==> src/rtl/pipeline_hazard_ctrl_if.sv <==
// Control-path bundle between the ID/EX pipeline registers and the stall/flush sequencer.
// master = pipeline datapath side, slave = hazard controller.
interface pipeline_hazard_ctrl_if #(
   parameter int unsigned CNT_W = 16
);
   logic             id_valid;
   logic [4:0]       id_rd;
   logic [4:0]       id_rn;
   logic [4:0]       id_rm;
   logic             id_uses_rn;
   logic             id_uses_rm;
   logic             id_reg_write;
   logic             id_is_load;
   logic             id_flag_en;
   logic             id_reads_flags;
   logic             id_is_branch;
   logic             ex_br_resolved;
   logic             ex_br_taken;
   logic             pc_en;
   logic             pc_load_target;
   logic             ifid_en;
   logic             ifid_flush;
   logic             idex_bubble;
   logic [2:0]       state;
   logic [CNT_W-1:0] stall_count;
   logic             br_timeout_err;

   modport master (
      output id_valid, id_rd, id_rn, id_rm, id_uses_rn, id_uses_rm, id_reg_write,
             id_is_load, id_flag_en, id_reads_flags, id_is_branch,
             ex_br_resolved, ex_br_taken,
      input  pc_en, pc_load_target, ifid_en, ifid_flush, idex_bubble,
             state, stall_count, br_timeout_err
   );

   modport slave (
      input  id_valid, id_rd, id_rn, id_rm, id_uses_rn, id_uses_rm, id_reg_write,
             id_is_load, id_flag_en, id_reads_flags, id_is_branch,
             ex_br_resolved, ex_br_taken,
      output pc_en, pc_load_target, ifid_en, ifid_flush, idex_bubble,
             state, stall_count, br_timeout_err
   );
endinterface

==> src/rtl/pipeline_hazard_ctrl.sv <==
// Stall/flush sequencer for the 5-stage CPU: load-use and flag hazards, branch wait/redirect,
// and branch-timeout lockup. Pipeline-control outputs are combinational from state and inputs.
module pipeline_hazard_ctrl #(
   parameter int unsigned BR_TIMEOUT = 8,
   parameter int unsigned CNT_W      = 16,
   parameter int unsigned ZERO_REG   = 31
) (
   input  logic                   clk,
   input  logic                   reset,
   pipeline_hazard_ctrl_if.slave  hz
);
   localparam int unsigned TMR_W = $clog2(BR_TIMEOUT) + 1;
   localparam logic [4:0]  ZR    = 5'(ZERO_REG);
   localparam logic [TMR_W-1:0] TMR_LAST = TMR_W'(BR_TIMEOUT - 1);
   localparam logic [CNT_W-1:0] CNT_MAX  = '1;

   localparam logic [2:0] RUN     = 3'd0;
   localparam logic [2:0] BR_WAIT = 3'd1;
   localparam logic [2:0] ERR     = 3'd2;

   logic [2:0]       state_q, state_d;
   logic [TMR_W-1:0] tmr_q, tmr_d;
   logic [CNT_W-1:0] stall_q, stall_d;
   logic             err_q, err_d;
   logic [4:0]       ex_rd_q;
   logic             ex_load_q;
   logic             ex_flagset_q;

   logic pc_en, pc_load_target, ifid_en, ifid_flush, idex_bubble;
   logic load_haz, flag_haz, issue;

   // Shadow of what sits in EX: only a load whose Rd is a real register can stall ID.
   assign load_haz = hz.id_valid & ex_load_q & (ex_rd_q != ZR) &
                     ((hz.id_uses_rn & (hz.id_rn == ex_rd_q)) |
                      (hz.id_uses_rm & (hz.id_rm == ex_rd_q)));
   assign flag_haz = hz.id_valid & hz.id_reads_flags & ex_flagset_q;
   assign issue    = hz.id_valid & ~idex_bubble;

   always_comb begin
      pc_en          = 1'b0;
      pc_load_target = 1'b0;
      ifid_en        = 1'b0;
      ifid_flush     = 1'b0;
      idex_bubble    = 1'b0;
      state_d        = state_q;
      tmr_d          = tmr_q;
      err_d          = err_q;
      if (reset) begin
         ifid_flush  = 1'b1;
         idex_bubble = 1'b1;
      end else begin
         case (state_q)
            RUN: begin
               if (load_haz | flag_haz) begin
                  idex_bubble = 1'b1;
               end else if (hz.id_valid & hz.id_is_branch) begin
                  // Branch goes to EX; the fall-through fetch behind it is discarded.
                  ifid_flush = 1'b1;
                  tmr_d      = '0;
                  state_d    = BR_WAIT;
               end else begin
                  pc_en   = 1'b1;
                  ifid_en = 1'b1;
               end
            end
            BR_WAIT: begin
               ifid_flush  = 1'b1;
               idex_bubble = 1'b1;
               tmr_d       = tmr_q + TMR_W'(1);
               if (hz.ex_br_resolved) begin
                  pc_en          = 1'b1;
                  pc_load_target = hz.ex_br_taken;
                  state_d        = RUN;
               end else if (tmr_q == TMR_LAST) begin
                  err_d   = 1'b1;
                  state_d = ERR;
               end
            end
            ERR: begin
               ifid_flush  = 1'b1;
               idex_bubble = 1'b1;
               err_d       = 1'b1;
            end
            default: begin
               ifid_flush  = 1'b1;
               idex_bubble = 1'b1;
               state_d     = RUN;
            end
         endcase
      end
   end

   always_comb begin
      stall_d = stall_q;
      if (((state_q == RUN) || (state_q == BR_WAIT)) && !pc_en && (stall_q != CNT_MAX))
         stall_d = stall_q + CNT_W'(1);
   end

   always_ff @(posedge clk) begin
      if (reset) begin
         state_q      <= RUN;
         tmr_q        <= '0;
         stall_q      <= '0;
         err_q        <= 1'b0;
         ex_rd_q      <= ZR;
         ex_load_q    <= 1'b0;
         ex_flagset_q <= 1'b0;
      end else begin
         state_q      <= state_d;
         tmr_q        <= tmr_d;
         stall_q      <= stall_d;
         err_q        <= err_d;
         ex_rd_q      <= (issue & hz.id_reg_write) ? hz.id_rd : ZR;
         ex_load_q    <= issue & hz.id_is_load;
         ex_flagset_q <= issue & hz.id_flag_en;
      end
   end

   assign hz.pc_en          = pc_en;
   assign hz.pc_load_target = pc_load_target;
   assign hz.ifid_en        = ifid_en;
   assign hz.ifid_flush     = ifid_flush;
   assign hz.idex_bubble    = idex_bubble;
   assign hz.state          = state_q;
   assign hz.stall_count    = stall_q;
   assign hz.br_timeout_err = err_q;
endmodule
==> src/flat_wrapper.sv <==
// flat-port wrapper written by rule: the top's interface ports become plain ports
module pipeline_hazard_ctrl_flat 
#(
   parameter int unsigned BR_TIMEOUT = 8,
   parameter int unsigned CNT_W      = 16,
   parameter int unsigned ZERO_REG   = 31
)
  (clk, reset, hz_id_valid, hz_id_rd, hz_id_rn, hz_id_rm, hz_id_uses_rn, hz_id_uses_rm, hz_id_reg_write, hz_id_is_load, hz_id_flag_en, hz_id_reads_flags, hz_id_is_branch, hz_ex_br_resolved, hz_ex_br_taken, hz_pc_en, hz_pc_load_target, hz_ifid_en, hz_ifid_flush, hz_idex_bubble, hz_state, hz_stall_count, hz_br_timeout_err);
  pipeline_hazard_ctrl_if #(.CNT_W(CNT_W)) hz_i ();
  input  logic clk;
  input  logic reset;
  input wire logic [$bits(hz_i.id_valid)-1:0] hz_id_valid;
  input wire logic [$bits(hz_i.id_rd)-1:0] hz_id_rd;
  input wire logic [$bits(hz_i.id_rn)-1:0] hz_id_rn;
  input wire logic [$bits(hz_i.id_rm)-1:0] hz_id_rm;
  input wire logic [$bits(hz_i.id_uses_rn)-1:0] hz_id_uses_rn;
  input wire logic [$bits(hz_i.id_uses_rm)-1:0] hz_id_uses_rm;
  input wire logic [$bits(hz_i.id_reg_write)-1:0] hz_id_reg_write;
  input wire logic [$bits(hz_i.id_is_load)-1:0] hz_id_is_load;
  input wire logic [$bits(hz_i.id_flag_en)-1:0] hz_id_flag_en;
  input wire logic [$bits(hz_i.id_reads_flags)-1:0] hz_id_reads_flags;
  input wire logic [$bits(hz_i.id_is_branch)-1:0] hz_id_is_branch;
  input wire logic [$bits(hz_i.ex_br_resolved)-1:0] hz_ex_br_resolved;
  input wire logic [$bits(hz_i.ex_br_taken)-1:0] hz_ex_br_taken;
  output wire logic [$bits(hz_i.pc_en)-1:0] hz_pc_en;
  output wire logic [$bits(hz_i.pc_load_target)-1:0] hz_pc_load_target;
  output wire logic [$bits(hz_i.ifid_en)-1:0] hz_ifid_en;
  output wire logic [$bits(hz_i.ifid_flush)-1:0] hz_ifid_flush;
  output wire logic [$bits(hz_i.idex_bubble)-1:0] hz_idex_bubble;
  output wire logic [$bits(hz_i.state)-1:0] hz_state;
  output wire logic [$bits(hz_i.stall_count)-1:0] hz_stall_count;
  output wire logic [$bits(hz_i.br_timeout_err)-1:0] hz_br_timeout_err;
  assign hz_i.id_valid = hz_id_valid;
  assign hz_i.id_rd = hz_id_rd;
  assign hz_i.id_rn = hz_id_rn;
  assign hz_i.id_rm = hz_id_rm;
  assign hz_i.id_uses_rn = hz_id_uses_rn;
  assign hz_i.id_uses_rm = hz_id_uses_rm;
  assign hz_i.id_reg_write = hz_id_reg_write;
  assign hz_i.id_is_load = hz_id_is_load;
  assign hz_i.id_flag_en = hz_id_flag_en;
  assign hz_i.id_reads_flags = hz_id_reads_flags;
  assign hz_i.id_is_branch = hz_id_is_branch;
  assign hz_i.ex_br_resolved = hz_ex_br_resolved;
  assign hz_i.ex_br_taken = hz_ex_br_taken;
  assign hz_pc_en = hz_i.pc_en;
  assign hz_pc_load_target = hz_i.pc_load_target;
  assign hz_ifid_en = hz_i.ifid_en;
  assign hz_ifid_flush = hz_i.ifid_flush;
  assign hz_idex_bubble = hz_i.idex_bubble;
  assign hz_state = hz_i.state;
  assign hz_stall_count = hz_i.stall_count;
  assign hz_br_timeout_err = hz_i.br_timeout_err;
  pipeline_hazard_ctrl #(.BR_TIMEOUT(BR_TIMEOUT), .CNT_W(CNT_W), .ZERO_REG(ZERO_REG)) u_core (.clk(clk), .reset(reset), .hz(hz_i));
endmodule
==> config.mk <==
export PLATFORM = sky130hd
export DESIGN_NAME = pipeline_hazard_ctrl_flat
export DESIGN_NICKNAME = d
export VERILOG_FILES = /design/src/rtl/pipeline_hazard_ctrl_if.sv /design/src/rtl/pipeline_hazard_ctrl.sv /design/src/flat_wrapper.sv
export SDC_FILE = /design/constraint.sdc
export NUM_CORES = 1
export LEC_CHECK = 0
export BUFFER_PORTS_ARGS = -buffer_cell sky130_fd_sc_hd__buf_2
export CORE_MARGIN = 2
export CORE_UTILIZATION = 30
export CTS_CLUSTER_DIAMETER = 200
export DETAILED_ROUTE_END_ITERATION = 8
export GPL_TIMING_DRIVEN = 0
export PLACE_DENSITY_LB_ADDON = 0.08
export SYNTH_ARGS = -nofsm -noshare
export SYNTH_HDL_FRONTEND = slang
export SYNTH_SLANG_ARGS = --single-unit
==> constraint.sdc <==
create_clock -name clk -period 3.1 [get_ports clk]
set_input_delay 0.62 -clock clk [delete_from_list [all_inputs] [get_ports clk]]
set_output_delay 0.62 -clock clk [all_outputs]
set_load 0.01 [all_outputs]
* Yosys cells after proc, flatten, opt, wreduce, memory -nomap -nowiden *
Cells that the tools add are included.

operators by class
  add/subtract/negate cells = 2
  eq/ne operators = 12
  muxes and demuxes = 28
  bitwise gates (word level) = 17
  reductions and logical operators = 11

operator list
  kind                                            number
  2-to-1 mux 1 bit                                18
  adder 16 x 1 -> 16 bit (second input constant)  1
  != test 16 bit (second input constant)          1
  bitwise AND 1 bit                               12
  2-to-1 mux 3 bit                                4
  == test 5 bit                                   2
  case mux 3 bit (3 select lines)                 1
  2-to-1 mux 4 bit                                2
  case mux 4 bit (2 select lines)                 1
  AND reduction 3 bit                             2
  != test 5 bit (second input constant)           1
  adder 4 x 1 -> 4 bit (second input constant)    1
  == test 4 x 3 -> 1 bit (second input constant)  1
  != test 2 x 1 -> 1 bit (second input constant)  2
  != test 2 bit (second input constant)           2
  case mux 1 bit (2 select lines)                 2
  AND reduction 4 bit                             1
  nonzero test 2 bit                              2
  == test 3 x 1 -> 1 bit (second input constant)  1
  == test 3 x 2 -> 1 bit (second input constant)  1
  logical NOT 3 bit                               1
  != test 3 x 2 -> 1 bit (second input constant)  1
  NOT 1 bit                                       3
  logical AND 1 bit                               2
  4 further kinds                                 5

word-level totals
  bits in registers = 31
  input port bits = 27
  output and inout bits = 25

* Longest topological paths before layout *
Gate-level depths: netlist (run 1).

  depth in word-level cells = 13
  mapped depth = 9
  depth with buffers taken out = 7

* Worst setup path before layout (run 1) *
OpenSTA, ideal clock, no wires.

  path type = in2out
  start point = input port hz_id_rn[4]
  end point = output port hz_pc_en
  arrival = 2058 ps
  required time = 2480 ps
  path slack = 422 ps
  stages = 7
  path through = xor2_1 > nor4_2 > a32oi_1 > o211a_1 > buf_2 > buf_1 > a31o_2

on the way
  word-level cells in the longest chain between the ends = 8

ends and longest elaborated chain
  item                             RTL line                    source
  start: declaration               flat_wrapper.sv:14          input wire logic [$bits(hz_i.id_rn)-1:0] hz_id_rn;
  == test 5 bit                    pipeline_hazard_ctrl.sv:34  ((hz.id_uses_rn & (hz.id_rn == ex_rd_q)) |
  bitwise AND 1 bit                pipeline_hazard_ctrl.sv:34
  bitwise OR 1 bit                 pipeline_hazard_ctrl.sv:34
  bitwise AND 1 bit                pipeline_hazard_ctrl.sv:33  assign load_haz = hz.id_valid & ex_load_q & (ex_rd_q != ZR) &
  bitwise OR 1 bit                 pipeline_hazard_ctrl.sv:54  if (load_haz | flag_haz) begin
  2-to-1 mux 1 bit                 pipeline_hazard_ctrl.sv:54
  case mux 1 bit (2 select lines)  pipeline_hazard_ctrl.sv:52  case (state_q)
  2-to-1 mux 1 bit                 pipeline_hazard_ctrl.sv:48  if (reset) begin
  end: declaration                 flat_wrapper.sv:25          output wire logic [$bits(hz_i.pc_en)-1:0] hz_pc_en;

Every way passes these cells.

* Worst setup path after layout (run 1) *
  start point = input port hz_id_rm[2]
  end point = output port hz_pc_en

on the way
  word-level cells in the longest chain between the ends = 8

ends and longest elaborated chain
  item                             RTL line                    source
  start: declaration               flat_wrapper.sv:15          input wire logic [$bits(hz_i.id_rm)-1:0] hz_id_rm;
  == test 5 bit                    pipeline_hazard_ctrl.sv:35  (hz.id_uses_rm & (hz.id_rm == ex_rd_q)));
  bitwise AND 1 bit                pipeline_hazard_ctrl.sv:35
  bitwise OR 1 bit                 pipeline_hazard_ctrl.sv:34
  bitwise AND 1 bit                pipeline_hazard_ctrl.sv:33
  bitwise OR 1 bit                 pipeline_hazard_ctrl.sv:54
  2-to-1 mux 1 bit                 pipeline_hazard_ctrl.sv:54
  case mux 1 bit (2 select lines)  pipeline_hazard_ctrl.sv:52
  2-to-1 mux 1 bit                 pipeline_hazard_ctrl.sv:48

Every way passes these cells.

==> flow_metrics.tcl, run 1 <==
set metrics [dict create \
    status "completed" \
    p_leak_nw 0.8593 \
    pwr-share-clk_pct 39.1 \
    yosysWarnings 0 \
    synth_seq_cells 30 \
    cts_sinks 30 \
    switchingPower_mw 0.2051 \
    yosysTopAreaCell "dfxtp_1" \
    antenna_found_initial 0 \
    slew_viol_final 0 \
    synth_most_common_cell "dfxtp_1" \
    powerDensity_mw_per_mm2 402.7 \
    crit_path_end_kind "output pin" \
    num_antenna_cells 0 \
    grt_pass1_wl_um 6768 \
    num_rows 26 \
    io_buffers 50 \
    ys_seq_area_share_pct 37.27 \
    drc 0 \
    syn_nets 221 \
    ff2ff_setup_slack_ns 0.66 \
    ys.flop_type "dfxtp_1" \
    insertion_delay_ns 0.28 \
    gr-usage-all-layers_pct 14.27 \
    rsz0062_at_grt "no" \
    drt_pass1_iterations 4 \
    drive_above_1_share_pct 28.92 \
    initial_core_util_pct 31.35 \
    die_width_um 77.29 \
    grt_pass1_vias 1424 \
    setup_viol 0 \
    ir_drop_mv 0.2010 \
    regArea_um2 600.6 \
    nFillCells 570 \
    viasPerCell 4.966 \
    areaGrowthSynthToFinish_pct 26.40 \
    synthCells 192 \
    clock-root-buffer "clkbuf_8" \
    power.internal_mw 0.6153 \
    min_period_over_period_pct 92.70 \
    synth_top_area_share_pct 37.27 \
    tns_ns 0 \
    cts_tree "yes" \
    die-area_mm2 0.005974 \
    drv_cap 0 \
    vias 1584 \
    drt_wl_total_um 4057 \
    synth.avg_cell_area_um2 8.393 \
    post_cts_buffers 0 \
    crit_type "input pin to output pin" \
    core_area_mm2 0.005140 \
    ys_types 47 \
    multi_input_area_um2 938.4 \
    grt_max_degree 20 \
    skew_ns 0.006974 \
    cp_max_fo 19 \
    post-route-min-period_ns 2.874 \
    postCtsResizedCells 0 \
    relSlewSlack_pct 65.91 \
    drt_iter0_drc 105 \
    p_sw_share_pct 25.00 \
    hold_violations 0 \
    critPathArrivalTime_ns 2.25 \
    syn_area_mm2 0.001612 \
    yosys-top-cells-count "dfxtp_1 (30), a21oi_1 (16), nor2_1 (15), nand3_1 (13), nand2_1 (12)" \
    async_reset_ff_share_pct 0 \
    min_path_type "flop to flop" \
    wire_per_inst_um 12.72 \
    final_antenna_net_count 0 \
    dpl.hpwl_um 3113 \
    gr-total-overflow 0 \
    ios 52 \
    max_freq_ghz 0.3480 \
    startpoint_type "input pin" \
    die_y_um 77.29 \
    place.gp.congestion 0.7564 \
    cts_buffers 5 \
    placed_cells 312 \
    clk_pin_slew_ns 0.06 \
    clk_path_buf_depth 2 \
    combPwrFrac_pct 11.7 \
    stdcell_count 319 \
    synth_edf_count 0 \
    synth_area_leaders "dfxtp_1 (37%), a21oi_1 (5.0%), xor2_1 (4.3%)" \
    nets 277 \
    worstPathRequired_ns 2.48 \
    p_seq_share_pct 49.3 \
    cts_max_level 2 \
    worst_pin_slew_ns 0.5113 \
]
-- logic make-up after synthesis --
logic type	after synthesis	synth area share, %
multiplexers	6	4.192
AO/OA/AOI/OAI	43	17.63
AND/OR/NAND/NOR	83	29.19
adder cells (fa/ha/maj)	2	1.553
flip-flops	30	37.27
XOR/XNOR	10	5.435
other	1	0.2327
buffers and inverters	17	4.503
-- timing repair --
item                                   4_1_cts  5_1_grt
setup endpoints to repair                    1        0
hold buffers                                 0        0
endpoints found under the hold margin        0        0
-- per-stage QoR --
stage	setup WS, ns	hold slack [ns]	instance area, um2	utilization, %	total power, mW
after detailed placement	-0.01362	0.4366	1949	37.93	0.5102
final	0.2262	0.4438	2037	39.63	0.8203
after global routing	0.1081	0.4982	2037	39.63	0.8662
after CTS	0.2176	0.4465	2037	39.63	0.8377
after floorplan	0.4220	0.4696	1612	-	0.4669
after global placement	-0.01114	0.4345	1949	37.93	0.5102
-- critical path: stages --
cell and delay (ns):
buf_2 0.11, xor2_1 0.13, nor4_1 0.33, a32oi_1 0.17, o211a_1 0.28, buf_2 0.23, a31o_2 0.25, buf_2 0.14
-- sequential cells by signal, summed over array words and instances (netlist names) --
signal,flops
u_core.ex_load_q,1
u_core.hz.br_timeout_err,1
u_core.ex_flagset_q,1
u_core.tmr_q,4
u_core.hz.state,2
u_core.ex_rd_q,5
u_core.hz.stall_count,16
-- worst paths after layout --
kind,startpoint,depth (start not counted),end
max reg2reg,u_core.hz.stall_count[0],9,u_core.hz.stall_count[10]
max,hz_id_rm[2],8,hz_pc_en
min reg2reg,u_core.hz.br_timeout_err,2,u_core.hz.br_timeout_err
min,u_core.hz.br_timeout_err,2,u_core.hz.br_timeout_err
-- power groups by stage --
stage	Sequential, mW	Combinational, mW	Clock (mW)
after floorplan	0.412	0.0549	0
after global placement	0.412	0.0979	0
after detailed placement	0.413	0.0976	0
after CTS	0.404	0.0965	0.337
after global routing	0.405	0.107	0.353
final	0.404	0.0958	0.320
-- metal layers --
metal | GRT usage, % | up-vias | part of all wire [%]
met3 | 3.882 | 7 | 3.9
li1 | - | 815 | -
met1 | 18.60 | 734 | 50
met5 | 0 | - | 0
met2 | 21.83 | 28 | 44
met4 | 6.607 | 0 | 1.8
-- layout by cell type, fill, tap and decap left out, drive strengths merged, types with 2 or more instances in the layout --
cell type / n
nor3: 3
buf: 56
nand2b: 5
a22oi: 2
a21oi: 16
nor4: 7
clkbuf: 10
and4: 2
a21o: 2
ha: 2
o31ai: 8
nor2: 15
or4: 8
nor2b: 5
nand3: 13
and3: 2
dfxtp: 30
inv: 7
o21ai: 4
and2: 3
mux2: 6
xor2: 8
o2111ai: 2
xnor2: 2
nand2: 12
o211a: 2
-- area by class of cell --
cell class | instances | share of cell area (%)
clock buffers | 7 | 4.238
repair buffers | 50 | 12.29
plain buffers | 9 | 2.088
well taps | 70 | 4.300
multi-input cells | 145 | 46.07
flip-flops and latches | 30 | 29.48
inverters | 7 | 1.290
clock inverters | 1 | 0.2457
(Power assumes the default switching activity.)
==> run 2: changes to the inputs <==
--- a/config.mk
+++ b/config.mk
@@ -6,6 +6,8 @@
 export NUM_CORES = 1
 export LEC_CHECK = 0
 export BUFFER_PORTS_ARGS = -buffer_cell sky130_fd_sc_hd__buf_2
+export CAP_MARGIN = 15
+export CORE_ASPECT_RATIO = 0.6
 export CORE_MARGIN = 2
 export CORE_UTILIZATION = 30
 export CTS_CLUSTER_DIAMETER = 200
==> run 2 against run 1 <==
  * Design area fell by 0.25%
  * Sequential share of layout area is 0.073 points higher
  * Non-clock buffer count is the same
  * Hold slack lost 0.0021 ns
  * Die area rose by 0.32%
  * First-iteration DRC count is 37% lower
  * Critical endpoint unchanged
  * Highest routed layer unchanged
==> flow_metrics.tcl, run 2 (synthesis results as in run 1) <==
set metrics [dict create \
    drt_iter0_drc 66 \
    gr-usage-all-layers_pct 14.69 \
    insertion_delay_ns 0.28 \
    cp.buffers_inverters 3 \
    placed_cells 308 \
    min_period_over_period_pct 91.04 \
    num_antenna_cells 0 \
    io_buffers 50 \
    nets 277 \
    critPathArrivalTime_ns 2.20 \
    place_ws_ns 0.0001936 \
    ir_drop_mv 0.1432 \
    clock-root-buffer "clkbuf_8" \
    min_path_type "flop to flop" \
    drc 0 \
    min_to "u_core.hz.br_timeout_err" \
    crit_path_end_kind "output pin" \
    die_y_um 60.77 \
    crit_top_cell "buf_2" \
    num_rows 20 \
    tns_ns 0 \
    setup_viol 0 \
    max_freq_ghz 0.3543 \
    r2r_start "u_core.hz.stall_count[0]" \
    ios 52 \
    grt_pass1_wl_um 6775 \
    rsz0062_at_grt "no" \
    drt_pass1_iterations 4 \
    core_area_mm2 0.005130 \
    reg2reg_to "u_core.hz.stall_count[1]" \
    crit_chain "buf_2 > xor2_1 > nor4_2 > a32oi_1 > o211a_1 > buf_2 > a31o_2 > buf_2" \
    areaGrowthSynthToFinish_pct 26.09 \
    gr-total-overflow 0 \
    grt_pass1_vias 1355 \
    final_cell_mix "buf_2 (53), dfxtp_1 (30), a21oi_1 (16)" \
    wire_per_inst_um 13.34 \
    worstPathRequired_ns 2.48 \
    clk_pin_slew_ns 0.06 \
    clk_path_buf_depth 2 \
    worstHoldStart "u_core.hz.br_timeout_err" \
    drv_cap 0 \
    die_width_um 98.62 \
    stdcell_count 315 \
    status "completed" \
    cts_hold_buf 0 \
    final_common_cell "buf_2" \
    dpl.hpwl_um 3291 \
    initial_core_util_pct 31.41 \
    grt_max_degree 20 \
    cp_max_fo 19 \
    powerDensity_mw_per_mm2 406.3 \
    drive_above_1_share_pct 28.92 \
    cp_top_family "compound AO/OA/AOI/OAI gates" \
    power_mw 0.8257 \
    antenna_found_initial 0 \
    slowest_delay_ns 0.27 \
    worst_pin_slew_ns 0.5336 \
    p_leak_nw 0.8593 \
    largest_reg_flops 16 \
    crit_slowest_cell "nor4_2" \
    final_antenna_net_count 0 \
    slew_viol_final 0 \
    post-route-min-period_ns 2.822 \
    r2r_cells 9 \
    relSlewSlack_pct 64.39 \
    cts_max_level 2 \
    skew_ns 0.008716 \
    cts_buffers 5 \
    viasPerCell 4.949 \
    vias 1559 \
    crit_type "input pin to output pin" \
    cts_sinks 30 \
    place.gp.congestion 0.7425 \
    ff2ff_setup_slack_ns 0.64 \
    drt_wl_total_um 4202 \
    die-area_mm2 0.005993 \
    cts_tree "yes" \
    final_critical_path_setup_slack_ns 0.2776 \
    hold_violations 0 \
    whs_path_depth 2 \
    startpoint_type "input pin" \
]
[run 2: report_power, final]
part	total [mW]	internal (mW)	switching, mW
Sequential	0.404	0.394	0.0103
Combinational	0.0963	0.0427	0.0535
Clock	0.325	0.179	0.146
[run 2: area by class of cell]
class                           instances  area [um2]
Buffer                                  9       42.54
Clock buffer                            7       86.33
Clock inverter                          1       5.005
Fill cell                             529        3098
Inverter                                7       26.28
Multi-Input combinational cell        145       938.4
Sequential cell                        30       600.6
Tap cell                               66       82.58
Timing Repair Buffer                   50       250.2
[run 2: metal layers]
layer / global-route usage (%) / vias to the layer above / share of wire, %
li1: - / 820 / -
met1: 22.35 / 704 / 56
met2: 19.73 / 33 / 39
met3: 4.724 / 2 / 5.3
met4: 3.523 / 0 / 0.36
met5: 0 / - / 0
[run 2: worst max-delay path by stage]
stage,startpoint,end,slack [ns],cells after the start
floorplan,hz_id_rn[4],hz_pc_en,0.42,7
global placement,hz_id_rn[0],hz_pc_en,0.009,9
finish,hz_id_rn[4],hz_pc_en,0.28,8
global route,hz_id_rn[4],hz_pc_en,0.17,8
CTS,hz_id_rn[4],hz_pc_en,0.25,8
detailed placement,hz_id_rn[0],hz_pc_en,0.0002,9
[run 2: tightest hold or removal path: stages (launching register included)]
cell	delay (ns)
dfxtp_1	0.31
inv_1	0.05
a21oi_1	0.05
[run 2: stage by stage]
step | hold WS [ns] | util, % | cell area, um2
floorplan | 0.4696 | - | 1612
global placement | 0.4365 | 37.90 | 1944
detailed placement | 0.4368 | 37.90 | 1944
CTS | 0.4468 | 39.61 | 2032
global route | 0.4766 | 39.61 | 2032
finish | 0.4416 | 39.61 | 2032
[run 2: what timing repair did]
item                       in CTS  in global routing
setup endpoints to repair       1                  0
setup buffers                   0                  0
resized for setup               0                  0
hold endpoints to repair        0                  0
